==> src/rtl/rcs_serial.sv <==
// Digit-serial ripple subtractor/adder: one DIGIT-bit slice per clock,
// with the borrow/carry held in a register between slices.
module rcs_serial #(
    parameter int WIDTH = 16,
    parameter int DIGIT = 4
) (
    input  logic             clk,
    input  logic             reset_n,
    input  logic             in_valid,
    output logic             in_ready,
    input  logic [WIDTH-1:0] a,
    input  logic [WIDTH-1:0] b,
    input  logic             borrow_in,
    input  logic             add_mode,
    output logic             out_valid,
    input  logic             out_ready,
    output logic [WIDTH-1:0] diff,
    output logic             borrow,
    output logic             overflow
);
    localparam int NDIG = WIDTH / DIGIT;
    localparam int IW   = (NDIG > 1) ? $clog2(NDIG) : 1;

    if ((WIDTH % DIGIT) != 0) begin : g_bad_cfg
        $error("rcs_serial: WIDTH must be a multiple of DIGIT");
    end

    typedef enum logic [1:0] {
        IDLE,
        RUN,
        DONE
    } state_t;

    state_t           state_q, state_d;
    logic [WIDTH-1:0] a_q, a_d;
    logic [WIDTH-1:0] b_q, b_d;
    logic [WIDTH-1:0] diff_q, diff_d;
    logic [IW-1:0]    idx_q, idx_d;
    logic             add_q, add_d;
    logic             c_q, c_d;
    logic             am_q, am_d;
    logic             bm_q, bm_d;

    logic [DIGIT-1:0] slice;
    logic             chain_c;

    // Operands shift right one digit per slice, so the live digit is
    // always at the bottom and no variable indexing is needed.
    always_comb begin
        logic c;
        c     = c_q;
        slice = '0;
        for (int i = 0; i < DIGIT; i++) begin
            slice[i] = a_q[i] ^ b_q[i] ^ c;
            if (add_q) begin
                c = (a_q[i] & b_q[i]) | (a_q[i] & c) | (b_q[i] & c);
            end else begin
                c = (~a_q[i] & b_q[i]) | (~a_q[i] & c) | (b_q[i] & c);
            end
        end
        chain_c = c;
    end

    always_comb begin
        state_d = state_q;
        a_d     = a_q;
        b_d     = b_q;
        diff_d  = diff_q;
        idx_d   = idx_q;
        add_d   = add_q;
        c_d     = c_q;
        am_d    = am_q;
        bm_d    = bm_q;
        unique case (state_q)
            IDLE: begin
                if (in_valid) begin
                    a_d     = a;
                    b_d     = b;
                    add_d   = add_mode;
                    c_d     = borrow_in;
                    am_d    = a[WIDTH-1];
                    bm_d    = b[WIDTH-1];
                    idx_d   = '0;
                    state_d = RUN;
                end
            end
            RUN: begin
                a_d    = a_q >> DIGIT;
                b_d    = b_q >> DIGIT;
                // Result digits enter at the top and drift down.
                diff_d = (diff_q >> DIGIT)
                       | (WIDTH'(slice) << (WIDTH - DIGIT));
                c_d    = chain_c;
                idx_d  = idx_q + 1'b1;
                if (idx_q == IW'(NDIG - 1)) begin
                    state_d = DONE;
                end
            end
            DONE: begin
                if (out_ready) begin
                    state_d = IDLE;
                end
            end
            default: state_d = IDLE;
        endcase
    end

    always_ff @(posedge clk) begin
        if (!reset_n) begin
            state_q <= IDLE;
            a_q     <= '0;
            b_q     <= '0;
            diff_q  <= '0;
            idx_q   <= '0;
            add_q   <= 1'b0;
            c_q     <= 1'b0;
            am_q    <= 1'b0;
            bm_q    <= 1'b0;
        end else begin
            state_q <= state_d;
            a_q     <= a_d;
            b_q     <= b_d;
            diff_q  <= diff_d;
            idx_q   <= idx_d;
            add_q   <= add_d;
            c_q     <= c_d;
            am_q    <= am_d;
            bm_q    <= bm_d;
        end
    end

    assign in_ready  = (state_q == IDLE);
    assign out_valid = (state_q == DONE);
    assign diff      = diff_q;
    assign borrow    = c_q;
    assign overflow  = add_q
                     ? ((am_q == bm_q) && (diff_q[WIDTH-1] != am_q))
                     : ((am_q != bm_q) && (diff_q[WIDTH-1] != am_q));

endmodule

==> config.mk <==
export PLATFORM = sky130hd
export DESIGN_NAME = rcs_serial
export DESIGN_NICKNAME = d
export VERILOG_FILES = /design/src/rtl/rcs_serial.sv
export SDC_FILE = /design/constraint.sdc
export NUM_CORES = 1
export LEC_CHECK = 0
export CAP_MARGIN = 20
export CORE_AREA = 2 2 73 89
export DETAILED_ROUTE_END_ITERATION = 12
export DIE_AREA = 0 0 75 91
export PLACE_DENSITY = 0.7
export SLEW_MARGIN = 20
export SYNTH_ARGS = -nofsm -noshare
export SYNTH_HDL_FRONTEND = slang
export SYNTH_SLANG_ARGS = --single-unit
==> constraint.sdc <==
create_clock -name clk -period 2.1 [get_ports clk]
set_input_delay 0.42 -clock clk [delete_from_list [all_inputs] [get_ports clk]]
set_output_delay 0.42 -clock clk [all_outputs]
set_load 0.03 [all_outputs]
==> qor.txt <==
WP data required -> 1.68 ns
ranking of synthesized cells by area -> dfxtp_1 43%, nand2_1 12%, o211a_1 9.1%
# port buffers -> 57
layout net count -> 413
routed vias/inst -> 5.04
f_max -> 519 MHz
Hold Vio Cnt, Final -> 0
first-pass GRT wire length -> 9680 um
pre-CTS setup slack -> 0.262 ns
Yosys cell types -> 35
RSZ-0062 raised after global routing -> no
synthesized cell area -> 2640 sq um
top cells by count, synth -> 87 x nand2_1, 56 x dfxtp_1, 31 x nand3_1
Rows -> 31
sequential element share of the synthesized area -> 42.5%
core region area -> 5930 sq um
layout cell share with drive strength beyond 1 -> 7.08%
critical path class -> flip-flop to primary output
Final Cycle Share -> 91.8%
CP startpoint kind -> flip-flop
DR iter-0 viols -> 96
vias in the first global route -> 2163
largest net degree at the start of global routing -> 54
final RePlAce weighted congestion -> 0.768
drt total wl -> 5640 um
DP HPWL -> 3930 um
wl on met1 -> 2600 um
Die W -> 75 um
EDFF count, synth -> 0
syn_nets -> 362
run status -> completed
DRC -> 0
primary flip-flop cell chosen by synthesis mapping -> dfxtp_1
placed inst area -> 3310 sq um
slew of the pin with the lowest slew margin -> 0.486 ns
met2 wire len -> 2780 um
setup_tns -> 0 ns
fin. max-slew vios -> 0
met3 routed WL -> 192 um
post-synthesis register bit count -> 56
area grow syn2layout -> 29.8%
CTS tree -> done
area leader, netlist -> dfxtp_1
clk buf depth -> 2
# setup viols final -> 0
crit end category -> primary output
area of the die -> 6830 sq um
fin cells -> 449
Worst-Skew Late Latency -> 0.31 ns
Root Driver -> clkbuf_8
DRT Pass-1 Iters -> 4
min setup slack post-route -> 0.172 ns
cts bufs inserted -> 5
synthesized instance count -> 315
Syn. warnings -> 0
WL/cell -> 12.6 um
fin area -> 3420 sq um
gr ovfl total -> 0
Post-Place Cells -> 441
Crit path arrival time -> 1.51 ns
Async SR Flop Fraction -> 0%
max layer used -> met4
antenna viol nets, final -> 0
Reg clk slew, reported paths -> 0.10 ns
skew final -> 0.00595 ns
Pwr Density -> 707 nW/um^2
fin crit period -> 1.93 ns
Leakage -> 0.00152 uW
VDD IR max -> 0.416 mV
count leader, synth -> nand2_1
Avg Synthesized Cell Area -> 8.37 sq um
max_cap viols -> 0
die extent in y -> 91 um
Hold Crit Class -> flip-flop to flip-flop
Slew headroom -> 67.1%
Antenna diodes -> 0
share of the synthesized area in the top cell type -> 42.5%
clock sinks -> 56
Vias -> 2263
H-tree levels -> 2
total track usage -> 17.8%
antenna violations before repair -> 0
Initial Utilization -> 44.4%
I/O Pins -> 58
crit path max fanout -> 5
## flip-flops by register name (all words and copies together), names as in the netlist
register and count:
a_q 16, idx_q 2, bm_q 1, b_q 16, borrow 1, diff 16
am_q 1, add_q 1, state_q 2
## final timing paths
check	end	start	slack, ns	cells after the start
min	diff[3]	diff[3]	0.46	2
min reg2reg	diff[3]	diff[3]	0.46	2
max reg2reg	borrow	a_q[1]	0.27	7
max	in_ready	state_q[1]	0.17	2
## placed cells by master, fill, tap and decap left out, types with 6 or more instances in the layout
cell | synthesis | routed
inv_1 | 6 | 6
o211a_1 | 24 | 24
nand2_1 | 87 | 87
o211ai_1 | 6 | 6
nand3_1 | 31 | 31
clkdlybuf4s50_1 | 0 | 54
ha_1 | 9 | 9
dfxtp_1 | 56 | 55
buf_4 | 1 | 12
a21boi_1 | 25 | 25
## area by class of cell
class | instances | area [sq um]
Clock buffer | 6 | 72.6
Tap cell | 82 | 103
Timing Repair Buffer | 69 | 668
Inverter | 6 | 22.5
Clock inverter | 2 | 35.0
Multi-Input combinational cell | 228 | 1400
Fill cell | 551 | 2510
Sequential cell | 56 | 1120
## metrics by stage
step                      util [%]  hold slack, ns  power [uW]
after floorplan                  -           0.435        1550
after global routing          57.7           0.478        2560
final                         57.7           0.455        2420
after global placement        55.8           0.439        1740
after detailed placement      55.8           0.447        1750
after CTS                     57.6           0.460        2450
## kinds of logic (layout without fill, tap and decap cells)
logic type / Yosys count / in the layout / share of synthesized area [%]
xor gates and xnor gates: 3 / 3 / 0.996
and+or+nand+nor: 144 / 144 / 24.8
AOI/OAI and AO/OA: 69 / 69 / 21.6
muxes: 3 / 3 / 1.14
buffers and inverters: 31 / 83 / 4.65
adders and majority gates: 9 / 9 / 4.27
DFF: 56 / 56 / 42.5
## critical path, stage by stage (launching register included)
cell	delay (ns)
dfxtp_1	0.36
nor2_1	0.15
clkdlybuf4s50_1	0.69
## routing by layer
metal	global-route usage (%)	vias up
met1	22.6	1026
met3	3.66	6
met4	5.21	0
met2	29.8	48
li1	-	1183
met5	0	-
## what timing repair did
| item | in CTS | in global routing |
|---|---|---|
| setup endpoints to repair | 0 | 2 |
| resized for setup | 0 | 2 |
| buffers inserted | 0 | 0 |
| hold buffers | 0 | 0 |
## where the power goes
group | switching [uW] | internal (uW)
logic | 259 | 261
registers | 60.9 | 1140
clock network | 346 | 355
Power figures use the tool's default switching activity.
